[src/rtl/pipe_pkg.sv]
// Shared pipeline definitions: register-address width, opcodes, ALU op encodings
// and the hazard controller state type.
package pipe_pkg;

    localparam int unsigned REG_ADDR_W = 5;

    localparam logic [5:0] OP_SUB = 6'b000000;
    localparam logic [5:0] OP_ORI = 6'b000001;
    localparam logic [5:0] OP_LW  = 6'b000010;
    localparam logic [5:0] OP_SW  = 6'b000011;

    localparam logic [1:0] ALUOP_ADD = 2'b00;
    localparam logic [1:0] ALUOP_SUB = 2'b01;
    localparam logic [1:0] ALUOP_OR  = 2'b10;

    typedef enum logic {
        IDLE,
        MEM_WAIT
    } ctrl_state_t;

endpackage

[src/rtl/load_use_detect.sv]
// Combinational load-use hazard detector between the ID and EX stages.
// Kept standalone so a later forwarding unit can reuse it.
module load_use_detect
    import pipe_pkg::*;
(
    input  logic                  id_valid,
    input  logic [REG_ADDR_W-1:0] id_rs,
    input  logic [REG_ADDR_W-1:0] id_rt,
    input  logic                  id_uses_rt,
    input  logic                  ex_memread,
    input  logic [REG_ADDR_W-1:0] ex_rt,
    output logic                  lu_hit
);

    // r0 is hard-wired to zero, so a load into it never creates a dependency.
    assign lu_hit = id_valid && ex_memread && (ex_rt != '0) &&
                    ((ex_rt == id_rs) || (id_uses_rt && (ex_rt == id_rt)));

endmodule

[src/rtl/pipe_hazard_ctrl.sv]
// Load-use bubble insertion and data-memory req/ack sequencing for the 5-stage pipe.
// Optional macro DMEM_TIMEOUT_EN adds a forced release after TIMEOUT_CYC wait cycles.
module pipe_hazard_ctrl
    import pipe_pkg::*;
#(
    parameter int unsigned STALL_CNT_W = 16
`ifdef DMEM_TIMEOUT_EN
    ,
    parameter int unsigned TIMEOUT_CYC = 255
`endif
) (
    input  logic                   clk,
    input  logic                   rst,
    input  logic                   id_valid,
    input  logic [REG_ADDR_W-1:0]  id_rs,
    input  logic [REG_ADDR_W-1:0]  id_rt,
    input  logic                   id_uses_rt,
    input  logic                   ex_memread,
    input  logic [REG_ADDR_W-1:0]  ex_rt,
    input  logic                   mem_memread,
    input  logic                   mem_memwrite,
    input  logic                   dmem_ack,
    output logic                   pc_write,
    output logic                   ifid_write,
    output logic                   idex_bubble,
    output logic                   pipe_hold,
    output logic                   dmem_req,
    output logic                   dmem_we,
    output logic [STALL_CNT_W-1:0] stall_cycles
`ifdef DMEM_TIMEOUT_EN
    ,
    output logic                   dmem_timeout
`endif
);

    ctrl_state_t state_q, state_d;
    logic req_q, req_d;
    logic we_q, we_d;
    logic [STALL_CNT_W-1:0] stall_q;
    logic lu_hit;
    logic mem_op;
    logic mem_done;

    load_use_detect u_load_use_detect (
        .id_valid  (id_valid),
        .id_rs     (id_rs),
        .id_rt     (id_rt),
        .id_uses_rt(id_uses_rt),
        .ex_memread(ex_memread),
        .ex_rt     (ex_rt),
        .lu_hit    (lu_hit)
    );

    assign mem_op = mem_memread | mem_memwrite;

`ifdef DMEM_TIMEOUT_EN
    localparam int unsigned WAIT_W = $clog2(TIMEOUT_CYC + 1);

    logic [WAIT_W-1:0] wait_q, wait_d;
    logic timeout_hit;

    // An ack arriving on the last allowed cycle wins over the timeout.
    assign timeout_hit = (state_q == MEM_WAIT) && !dmem_ack &&
                         (wait_q == WAIT_W'(TIMEOUT_CYC - 1));
    assign mem_done     = dmem_ack | timeout_hit;
    assign dmem_timeout = timeout_hit & ~rst;

    always_comb begin
        wait_d = '0;
        if (state_q == MEM_WAIT) begin
            wait_d = wait_q + WAIT_W'(1);
        end
    end

    always_ff @(posedge clk) begin
        if (rst) begin
            wait_q <= '0;
        end else begin
            wait_q <= wait_d;
        end
    end
`else
    assign mem_done = dmem_ack;
`endif

    always_comb begin
        state_d     = state_q;
        req_d       = req_q;
        we_d        = we_q;
        pc_write    = 1'b1;
        ifid_write  = 1'b1;
        idex_bubble = 1'b0;
        pipe_hold   = 1'b0;
        if (!rst) begin
            unique case (state_q)
                IDLE: begin
                    // Memory hold wins; a pending load-use is re-evaluated on release.
                    if (mem_op) begin
                        state_d    = MEM_WAIT;
                        req_d      = 1'b1;
                        we_d       = mem_memwrite;
                        pipe_hold  = 1'b1;
                        pc_write   = 1'b0;
                        ifid_write = 1'b0;
                    end else if (lu_hit) begin
                        pc_write    = 1'b0;
                        ifid_write  = 1'b0;
                        idex_bubble = 1'b1;
                    end
                end
                MEM_WAIT: begin
                    pipe_hold  = 1'b1;
                    pc_write   = 1'b0;
                    ifid_write = 1'b0;
                    if (mem_done) begin
                        pipe_hold   = 1'b0;
                        pc_write    = !lu_hit;
                        ifid_write  = !lu_hit;
                        idex_bubble = lu_hit;
                        state_d     = IDLE;
                        req_d       = 1'b0;
                    end
                end
            endcase
        end
    end

    always_ff @(posedge clk) begin
        if (rst) begin
            state_q <= IDLE;
            req_q   <= 1'b0;
            we_q    <= 1'b0;
            stall_q <= '0;
        end else begin
            state_q <= state_d;
            req_q   <= req_d;
            we_q    <= we_d;
            if (!pc_write && (stall_q != '1)) begin
                stall_q <= stall_q + STALL_CNT_W'(1);
            end
        end
    end

    assign dmem_req     = req_q;
    assign dmem_we      = we_q;
    assign stall_cycles = stall_q;

endmodule

[config.mk]
export PLATFORM = sky130hd
export DESIGN_NAME = pipe_hazard_ctrl
export DESIGN_NICKNAME = d
export VERILOG_FILES = /design/src/rtl/pipe_pkg.sv /design/src/rtl/load_use_detect.sv /design/src/rtl/pipe_hazard_ctrl.sv
export SDC_FILE = /design/constraint.sdc
export NUM_CORES = 1
export LEC_CHECK = 0
export ABC_AREA = 1
export BUFFER_PORTS_ARGS = -buffer_cell sky130_fd_sc_hd__clkbuf_2
export CAP_MARGIN = 30
export CORE_UTILIZATION = 53
export CTS_CLUSTER_SIZE = 20
export DETAILED_ROUTE_END_ITERATION = 12
export MAX_ROUTING_LAYER = met4
export PLACE_DENSITY = 0.84
export SETUP_SLACK_MARGIN = 0.05
export SYNTH_ARGS = -nofsm -noshare
export SYNTH_HDL_FRONTEND = slang
export SYNTH_SLANG_ARGS = --single-unit
[constraint.sdc]
create_clock -name clk -period 4.09 [get_ports clk]
set_input_delay 0.818 -clock clk [delete_from_list [all_inputs] [get_ports clk]]
set_output_delay 0.818 -clock clk [all_outputs]
set_load 0.1 [all_outputs]
==> After elaboration in Yosys (flattened, before gate mapping) <==
Cells that the tools add are included.
{ "word_totals": {"register_bits": 19, "output_inout_bits": 22} }
{ "op_classes": {"addsub": 1, "eq_ne": 5, "n_mux": 17, "bitwise_logic": 2, "n_reduce_logical": 11} }
{ "ops": {"columns": ["cell", "count"], "rows": [
  ["$add A16 B1 Y16 const B", 1],
  ["$ne A16 B16 Y1 const B", 1],
  ["$mux W1", 13],
  ["$eq A5 B5 Y1", 2],
  ["$pmux W1 S2", 4],
  ["$logic_and A1 B1 Y1", 5],
  ["$reduce_bool A5 Y1", 1],
  ["$ne A2 B2 Y1 const B", 2],
  ["$reduce_and A2 Y1", 2],
  ["$logic_not A1 Y1", 2],
  ["$logic_or A1 B1 Y1", 1],
  ["$not A1 Y1", 1],
  ["$or A1 B1 Y1", 1]
]} }

==> Longest topological paths before layout <==
Gate-level depths: netlist (run 1).
{ "logic_depth": {"ltp_word": 10, "depth_mapped": 12} }

==> Modules after synthesis <==
A second synthesis (run 1) with hierarchy kept.
{ "unflattened": {"cells_unflattened": 222, "area_unflattened_um2": 1340.0} }
{ "by_module_without_submodules": {"columns": ["mod", "instances", "cells_per_inst", "area_per_inst_um2", "seq_area_each_um2"], "rows": [
  ["pipe_hazard_ctrl", 1, 170, 1129.8, 380.4],
  ["load_use_detect", 1, 52, 210.2, 0.0]
]} }

==> Least setup slack after synthesis (run 1) <==
No wires, ideal clock.
{ "synth_path": {"path_type": "input to output", "start": "input port mem_memwrite", "end": "output port pc_write", "arrival_time_ns": 2.646, "slack_ns": 0.626, "cell_stages": 7, "path_buffers": 2, "path_cell_list": "o21ai_0 o21ai_0 nand2_1 nand2_2 buf_2 inv_1 buf_4"} }
{ "synth_between": {"elab_chain_cells": 4} }
{ "synth_lines": {"columns": ["item", "line", "source"], "rows": [
  ["start: declaration", "pipe_hazard_ctrl.sv:21", "input logic mem_memwrite,"],
  ["$or A1 B1 Y1", "pipe_hazard_ctrl.sv:54", "assign mem_op = mem_memread | mem_memwrite;"],
  ["$mux W1", null, null],
  ["$pmux W1 S2", null, null],
  ["$mux W1", null, null],
  ["end: declaration", "pipe_hazard_ctrl.sv:23", "output logic pc_write,"]
]} }
No other way between the ends.

==> Final worst setup path (run 1) <==
{ "layout_path": {"start": "input port rst", "end": "output port ifid_write"} }
{ "layout_between": {"elab_chain_cells": 1} }
{ "layout_lines": {"columns": ["item", "line", "source"], "rows": [
  ["start: declaration", "pipe_hazard_ctrl.sv:13", "input logic rst,"],
  ["$mux W1", "pipe_hazard_ctrl.sv:94", "if (!rst) begin"],
  ["end: declaration", "pipe_hazard_ctrl.sv:24", "output logic ifid_write,"]
]} }
No other way between the ends.

==> impl_metrics.csv, run 1 <==
group,metric,value,unit
cells_and_area,areaGrowthSynthToFinish,18.8,%
routing,drcViolationCount,0,
timing,hold_viol_final,0,
clock_tree,holdBufCountCts,0,
setup_path,startpoint_type,"input port",
global_routing,grt.total_usage,25.6,%
place,hpwlAfterDp,2240,um
die,start_util,57.7,%
routing,ant_nets,0,
clock_tree,cts_resized,0,
die,dieArea,2660,sq um
die,io_pins,45,
clock_tree,path_clk_slew,120,ps
cells_and_area,fillers,223,
setup_path,worstPathMaxFanout,19,
logic_synthesis,ys_warn_count,0,
timing,worst_slack,922,ps
clock_tree,root_buffer,"clkbuf_4",
global_routing,antenna_found_initial,0,
routing,wire_per_inst,10.4,um
place,pre_cts_slack,928,ps
clock_tree,cts_setup_buffers,0,
clock_tree,cts-htree-levels,1,
die,die_y,51.6,um
logic_synthesis,syn_inst,207,
routing,drt_wl_total,2890,um
timing,final-setup-viol-count,0,
clock_tree,clk_latency,300,ps
timing,skew,13.9,ps
timing,slew_violations,0,
logic_synthesis,avgSynthCellArea,6.29,sq um
pwr,peakVddDrop,238,uV
cells_and_area,nNetsFinal,274,
routing,dr.pass1.iters,4,
clock_tree,cts_tree,"done",
die,die_width,51.6,um
clock_tree,cts_made_buffers,3,
cells_and_area,n_antenna_cell,0,
clock_tree,clock_sinks,19,
setup_path,worstSetupPathType,"input port to output port",
logic_synthesis,synth.largest_area_cell,"dfxtp_1",
timing,slew_headroom,63.8,%
logic_synthesis,yosysTopAreaCellShare,29.2,%
place,io_buffers,44,
routing,via_per_inst,5.00,
global_routing,grt_pass1_wl,5070,um
timing,fmax,0.316,GHz
global_routing,grt_pass1_vias,1262,
global_routing,grt_overflow,0,
routing,dr_total_vias,1384,
logic_synthesis,syn-cell-area,1300,sq um
logic_synthesis,ys_seq_area_share,29.2,%
timing,rsz0062_at_grt,"false",
logic_synthesis,synth_area_leaders,"dfxtp_1 (29%), nand2_1 (18%), nand3_1 (8.8%), inv_1 (8.1%), xor2_1 (6.1%)",
setup_path,worstSetupEndpointType,"output port",
clock_tree,clockBufferDepth,2,
logic_synthesis,syn-num-nets,231,
pwr,p_leak,0.724,nW
timing,fin_crit,3170,ps
setup_path,required,3270,ps
logic_synthesis,ys_types,25,
pwr,powerDensity,254,nW/um^2
die,placementRows,17,
cells_and_area,drive_gt1_share,23.3,%
die,coreArea,2250,sq um
timing,final.period_utilization,77.4,%
hold_path,holdCritPathClass,"flop to flop",
timing,worst_pin_slew,545,ps
setup_path,critPathArrivalTime,2350,ps
timing,tns,0,ps
run,maxCapViolCount,0,
status,status,"finished, final reports clean",
global_routing,grt_max_degree,20,
place,place_congestion,0.856,
logic_synthesis,synth_seq_cells,19,
routing,drt_iter0_markers,29,
==> synth_stat cells <==
library cell / number
nor3_1: 6
a221oi_1: 1
a21oi_2: 2
nand3_1: 23
buf_1: 1
nor2_1: 15
buf_2: 3
nor3_2: 1
dfxtp_1: 19
xor2_1: 9
inv_1: 28
a21oi_1: 15
ha_1: 1
buf_6: 1
nand2_4: 1
nand3_2: 1
xnor2_1: 4
nand3b_1: 1
nand2_2: 3
nand4_1: 5
o21ai_0: 2
nand2_1: 62
nor2_4: 1
nor2_2: 1
buf_4: 1
==> through the flow <==
step                      util [%]  power, mW  hold slack [ps]  cell area, sq um  cells
after global placement        67.4      0.300              442              1520    273
final                         68.6      0.393              464              1550    277
after floorplan                  -      0.280              428              1300    207
after detailed placement      67.4      0.302              440              1520    273
after global routing          68.6      0.412              490              1550    277
after CTS                     68.6      0.397              460              1550    277
==> flip-flops by register name (all words and copies together) (netlist names) <==
register      cells
dmem_req          1
state_q           1
stall_cycles     16
dmem_we           1
==> kinds of logic after synthesis <==
family	Yosys count	synth area share, %
buffers and inverters	34	11.0
DFF	19	29.2
adders and majority gates	1	0.961
xor gates and xnor gates	13	8.75
AOI/OAI and AO/OA	20	8.56
and+or+nand+nor	120	41.5
==> cell usage in the layout, fill, tap and decap left out, types with 2 or more instances in the layout <==
cell type,netlist,layout
a21oi_1,15,15
a21oi_2,2,2
clkbuf_2,0,44
clkbuf_4,0,3
dfxtp_1,19,19
inv_1,28,28
nand2_1,62,62
nand2_2,3,3
nand3_1,23,23
nand4_1,5,5
nor2_1,15,15
nor3_1,6,6
o21ai_0,2,2
xnor2_1,4,4
xor2_1,9,9
==> report_power, final <==
group          internal [mW]  switching, mW
logic                 0.0233         0.0808
registers              0.189        0.00402
clock network         0.0365         0.0591
total                  0.249          0.144
==> cell type report <==
type | instances | area (sq um) | share of cell area, %
clock buffers | 3 | 22.5 | 1.46
clock inverters | 1 | 5.00 | 0.324
inverters | 28 | 105 | 6.80
multi-input cells | 154 | 778 | 50.3
flip-flops and latches | 19 | 380 | 24.6
well taps | 28 | 35.0 | 2.27
repair buffers | 44 | 220 | 14.2
==> worst paths after layout <==
kind                         from          endpoint  slack, ps  cells after the start
setup / recovery              rst        ifid_write        920                      8
hold / removal            state_q          dmem_req        460                      1
setup reg to reg  stall_cycles[0]  stall_cycles[10]       2090                      9
hold reg to reg           state_q          dmem_req        460                      1
==> per-layer routing <==
layer | wire length (um) | global-route usage (%) | part of all wire [%] | up-vias
met1 | 1450 | 31.6 | 50 | 600
met5 | 0 | - | 0 | -
met4 | 14 | 5.41 | 0.48 | 0
met3 | 138 | 6.73 | 4.8 | 2
met2 | 1280 | 42.0 | 44 | 38
li1 | - | - | - | 744
==> critical path: stages <==
cell	delay (ps)
clkbuf_2	330
inv_1	130
nand4_1	110
inv_1	40
nand2_1	90
nand2_2	230
inv_1	140
clkbuf_2	460
Note: power is estimated with default switching activity, not from simulation.
==> run 2, diff against run 1 <==
--- a/config.mk
+++ b/config.mk
@@ -8,11 +8,11 @@
 export ABC_AREA = 1
 export BUFFER_PORTS_ARGS = -buffer_cell sky130_fd_sc_hd__clkbuf_2
 export CAP_MARGIN = 30
-export CORE_UTILIZATION = 53
+export CORE_UTILIZATION = 45
 export CTS_CLUSTER_SIZE = 20
 export DETAILED_ROUTE_END_ITERATION = 12
 export MAX_ROUTING_LAYER = met4
-export PLACE_DENSITY = 0.84
+export PLACE_DENSITY = 0.76
 export SETUP_SLACK_MARGIN = 0.05
 export SYNTH_ARGS = -nofsm -noshare
 export SYNTH_HDL_FRONTEND = slang
==> constraint.sdc (replaced) <==
create_clock -name clk -period 2.8 [get_ports clk]
set_input_delay 0.56 -clock clk [delete_from_list [all_inputs] [get_ports clk]]
set_output_delay 0.56 -clock clk [all_outputs]
set_load 0.1 [all_outputs]
==> run 2 against run 1 <==
Flip-flop and latch count unchanged; hold slack worse by 5.4 ps; register-to-register slack worse by 1200 ps; utilization down 11 points; setup slack worse by 410 ps; combinational power up 61%; non-clock buffer count up 2; power up 51%; clock power up 51%; cell count up 1.8%; critical path depth down 3; clock skew down 6.2 ps.
==> impl_metrics.csv, run 2 (synthesis results as in run 1) <==
group,metric,value,unit
status,status,"finished, final reports clean",
pwr,p_leak,0.739,nW
setup_path,path_cells,"clkbuf_2, o21ai_0, o21ai_0, nor2_2, clkbuf_2",
setup_path,worstSetupEndpointType,"output port",
die,die_width,55.8,um
routing,drt_iter0_markers,63,
place,io_buffers,44,
routing,wire_per_inst,10.2,um
cells_and_area,drive_gt1_share,24.3,%
setup_path,worstPathMaxFanout,3,
global_routing,grt.total_usage,21.0,%
timing,fin_crit,2290,ps
pwr,powerDensity,370,nW/um^2
timing,final.period_utilization,81.6,%
routing,dr.pass1.iters,4,
clock_tree,clock_sinks,19,
cells_and_area,final_cell_mix,"nand2_1 (62), clkbuf_2 (42), inv_1 (27), nand3_1 (23), dfxtp_1 (19)",
clock_tree,cts-htree-levels,1,
clock_tree,clk_latency,310,ps
cells_and_area,fin_util,58.0,%
timing,skew,7.69,ps
global_routing,grt_pass1_wl,5160,um
timing,rsz0062_at_grt,"false",
place,place_congestion,0.854,
routing,ant_nets,0,
die,coreArea,2760,sq um
cells_and_area,mostFrequentLayoutCell,"nand2_1",
cells_and_area,fillers,290,
setup_path,critPathArrivalTime,1730,ps
routing,via_per_inst,4.93,
clock_tree,root_buffer,"clkbuf_4",
cells_and_area,areaGrowthSynthToFinish,23.0,%
clock_tree,cts_resized,0,
timing,fmax,0.437,GHz
routing,dr_total_vias,1389,
die,placementRows,19,
global_routing,grt_overflow,0,
clock_tree,cts_setup_buffers,0,
clock_tree,cts_made_buffers,3,
hold_path,holdCritPathClass,"input port to flop",
run,maxCapViolCount,0,
timing,worst_pin_slew,546,ps
die,die_y,55.8,um
cells_and_area,n_antenna_cell,0,
clock_tree,holdBufCountCts,0,
die,dieArea,3110,sq um
setup_path,required,2240,ps
routing,drcViolationCount,0,
timing,tns,0,ps
setup_path,path_buf_inv,2,
clock_tree,path_clk_slew,100,ps
global_routing,grt_max_degree,19,
timing,final-setup-viol-count,0,
setup_path,slowest_stage,"clkbuf_2",
place,hpwlAfterDp,2230,um
setup_path,crit_family,"buffers and inverters",
setup_path,startpoint_type,"input port",
cells_and_area,nNetsFinal,276,
setup_path,worstSetupPathType,"input port to output port",
clock_tree,clockBufferDepth,2,
routing,drt_wl_total,2870,um
die,io_pins,45,
cells_and_area,largest_reg_flops,16,
timing,slew_violations,0,
die,start_util,47.2,%
setup_path,max_stage_delay,460,ps
clock_tree,cts_tree,"done",
global_routing,antenna_found_initial,0,
pwr,peakVddDrop,355,uV
timing,hold_viol_final,0,
global_routing,grt_pass1_vias,1239,
timing,slew_headroom,63.8,%
## run 2: through the flow
stage                     area (sq um)  std cells  power [mW]  worst slack, ps  hold WS (ps)
final                             1600        282       0.593              514           458
after global routing              1600        282       0.622              417           462
after CTS                         1600        282       0.599              494           461
after detailed placement          1570        278       0.456              504           455
after global placement            1570        278       0.455              516           447
after floorplan                   1310        207       0.410             13.7           428
## run 2: layout make-up
type	count	area (sq um)	share of cell area, %
clock buffer	4	26.3	1.64
inverter	28	109	6.80
multi-input combinational	154	781	48.8
sequential	19	380	23.8
tap	31	38.8	2.42
timing repair buffer	46	265	16.6
## run 2: power breakdown
group          switching [mW]  internal, mW  total (mW)
Clock                  0.0881        0.0557       0.144
Sequential            0.00526         0.277       0.282
Combinational           0.121        0.0458       0.167
## run 2: final timing paths
| check | from | to | slack (ps) | cells after the start |
|---|---|---|---|---|
| min | dmem_ack | dmem_req | 460 | 2 |
| max | mem_memwrite | idex_bubble | 510 | 5 |
| min reg2reg | state_q | dmem_req | 460 | 1 |
| max reg2reg | stall_cycles[0] | stall_cycles[14] | 870 | 9 |
## run 2: metal layers
layer | share of wire, % | up-vias | global-route usage [%] | wire (um)
met4 | 0.94 | 0 | 4.29 | 27
met2 | 45 | 33 | 34.3 | 1310
met3 | 4.8 | 4 | 5.58 | 139
met5 | 0 | - | - | 0
li1 | - | 746 | - | -
met1 | 49 | 606 | 26.2 | 1400
==> run 3, diff against run 2 <==
--- a/config.mk
+++ b/config.mk
@@ -8,11 +8,11 @@
 export ABC_AREA = 1
 export BUFFER_PORTS_ARGS = -buffer_cell sky130_fd_sc_hd__clkbuf_2
 export CAP_MARGIN = 30
-export CORE_UTILIZATION = 45
+export CORE_UTILIZATION = 49
 export CTS_CLUSTER_SIZE = 20
 export DETAILED_ROUTE_END_ITERATION = 12
 export MAX_ROUTING_LAYER = met4
-export PLACE_DENSITY = 0.76
+export PLACE_DENSITY = 0.78
 export SETUP_SLACK_MARGIN = 0.05
 export SYNTH_ARGS = -nofsm -noshare
 export SYNTH_HDL_FRONTEND = slang
==> constraint.sdc (replaced) <==
create_clock -name clk -period 2.15 [get_ports clk]
set_input_delay 0.43 -clock clk [delete_from_list [all_inputs] [get_ports clk]]
set_output_delay 0.43 -clock clk [all_outputs]
set_load 0.1 [all_outputs]
==> run 3 against run 2 <==
Cell count is 0.35% higher; setup slack lost 310 ps; flip-flop and latch count unchanged; sequential power rose by 30%; non-clock buffer count grew 2; hold slack lost 110 ps; first-iteration DRC count shrank 43%; critical endpoint is now pc_write; largest cell class unchanged; highest routed layer unchanged.
==> impl_metrics.csv, run 3 (synthesis results as in run 1) <==
group,metric,value,unit
hold_path,min_from,"dmem_ack",
global_routing,grt_overflow,0,
place,pre_cts_slack,257,ps
clock_tree,clock_sinks,19,
setup_path,path_cells,"inv_1, o21ai_0, o21ai_1, nand2_1, nand2_2, clkinvlp_4, buf_12",
die,dieArea,2870,sq um
routing,drcViolationCount,0,
global_routing,antenna_found_initial,0,
timing,final-setup-viol-count,0,
routing,dr.pass1.iters,4,
place,place_congestion,0.909,
timing,final.period_utilization,90.4,%
routing,drt_iter0_markers,36,
global_routing,grt_max_degree,19,
timing,slew_headroom,63.7,%
die,placementRows,18,
clock_tree,cts_made_buffers,3,
routing,wire_per_inst,10.5,um
die,io_pins,45,
setup_path,worstSetupEndpointType,"output port",
die,start_util,52.1,%
clock_tree,clockBufferDepth,2,
setup_path,critPathArrivalTime,1510,ps
clock_tree,clk_latency,300,ps
run,maxCapViolCount,0,
routing,via_per_inst,5.01,
setup_path,rr_worst_depth,9,
cells_and_area,fin_cells,283,
cells_and_area,final_cell_mix,"nand2_1 (62), clkbuf_2 (40), inv_1 (27), nand3_1 (23), a21oi_1 (15)",
cells_and_area,n_antenna_cell,0,
status,status,"finished, final reports clean",
timing,slew_violations,0,
cells_and_area,mostFrequentLayoutCell,"nand2_1",
timing,hold_viol_final,0,
cells_and_area,fin_util,65.9,%
pwr,p_leak,0.758,nW
cells_and_area,largest_reg_flops,16,
hold_path,hold_depth,2,
timing,worst_slack,206,ps
clock_tree,cts_tree,"done",
routing,drt_wl_total,2960,um
pwr,peakVddDrop,386,uV
routing,ant_nets,0,
setup_path,r2r-end,"stall_cycles[6]",
cells_and_area,drive_gt1_share,29.6,%
die,die_width,53.5,um
clock_tree,cts_setup_buffers,0,
timing,skew,11.3,ps
setup_path,startpoint_type,"flop",
die,coreArea,2500,sq um
hold_path,hold_path_end,"dmem_req",
clock_tree,path_clk_slew,100,ps
setup_path,slowest_stage,"dfxtp_1",
routing,dr_total_vias,1419,
timing,tns,0,ps
timing,fmax,0.514,GHz
cells_and_area,areaGrowthSynthToFinish,26.5,%
setup_path,worstPathMaxFanout,3,
cells_and_area,nNetsFinal,278,
setup_path,path_buf_inv,3,
timing,fin_crit,1940,ps
setup_path,required,1720,ps
global_routing,grt_pass1_wl,5030,um
global_routing,grt.total_usage,24.4,%
setup_path,r2r_slack,330,ps
setup_path,r2r_start,"stall_cycles[0]",
hold_path,holdCritPathClass,"input port to flop",
die,die_y,53.5,um
timing,rsz0062_at_grt,"false",
place,hpwlAfterDp,2330,um
clock_tree,cts-htree-levels,1,
place,io_buffers,44,
setup_path,crit_family,"buffers and inverters",
setup_path,max_stage_delay,320,ps
timing,worst_pin_slew,548,ps
pwr,powerDensity,470,nW/um^2
clock_tree,root_buffer,"clkbuf_4",
global_routing,grt_pass1_vias,1250,
place,dp.cells,279,
setup_path,worstSetupPathType,"flop to output port",
pwr,total_power,0.774,mW
-- run 3: area by class of cell --
cell class	count	area [sq um]
Timing Repair Buffer	48	298
Inverter	28	109
Sequential cell	19	395
Multi-Input combinational cell	154	781
Fill cell	244	853
Tap cell	30	37.5
Clock buffer	4	26.3
-- run 3: stage by stage --
step	area [sq um]	hold WS (ps)
CTS	1640	339
detailed placement	1620	457
floorplan	1330	428
global placement	1620	447
finish	1650	346
global route	1650	332
-- run 3: report_power, final --
part           internal (mW)  switching [mW]  leakage [nW]
clock                 0.0724           0.112        0.0150
combinational         0.0632           0.159         0.583
sequential             0.361         0.00738         0.160
-- run 3: worst max path at each step --
stage               startpoint         end  slack [ps]  cells after the start
global placement      dmem_ack   pipe_hold         240                      5
CTS                    state_q   pipe_hold          50                      5
detailed placement    dmem_ack   pipe_hold         260                      5
global route           state_q  ifid_write          70                      7
floorplan                  rst    pc_write        -320                      9
finish                 state_q    pc_write         210                      7
-- run 3: timing repair --
action | CTS | global route
hold buffers | 0 | 0
endpoints found under the setup margin | 0 | 3
resized for setup | 0 | 3
-- run 3: worst reg2reg max path: cells and delay by family, from the launching register on --
kind,cells,cell delay [ps]
compound gates,1,130
fa+ha+maj,1,200
flops,1,400
buf+inv,1,90
simple gates,6,920
-- run 3: per-layer routing --
metal  GRT usage (%)  share of wire, %
met1            28.3                46
met2            41.9                46
met3            5.65               6.4
met4            6.58               1.8
met5               -                 0
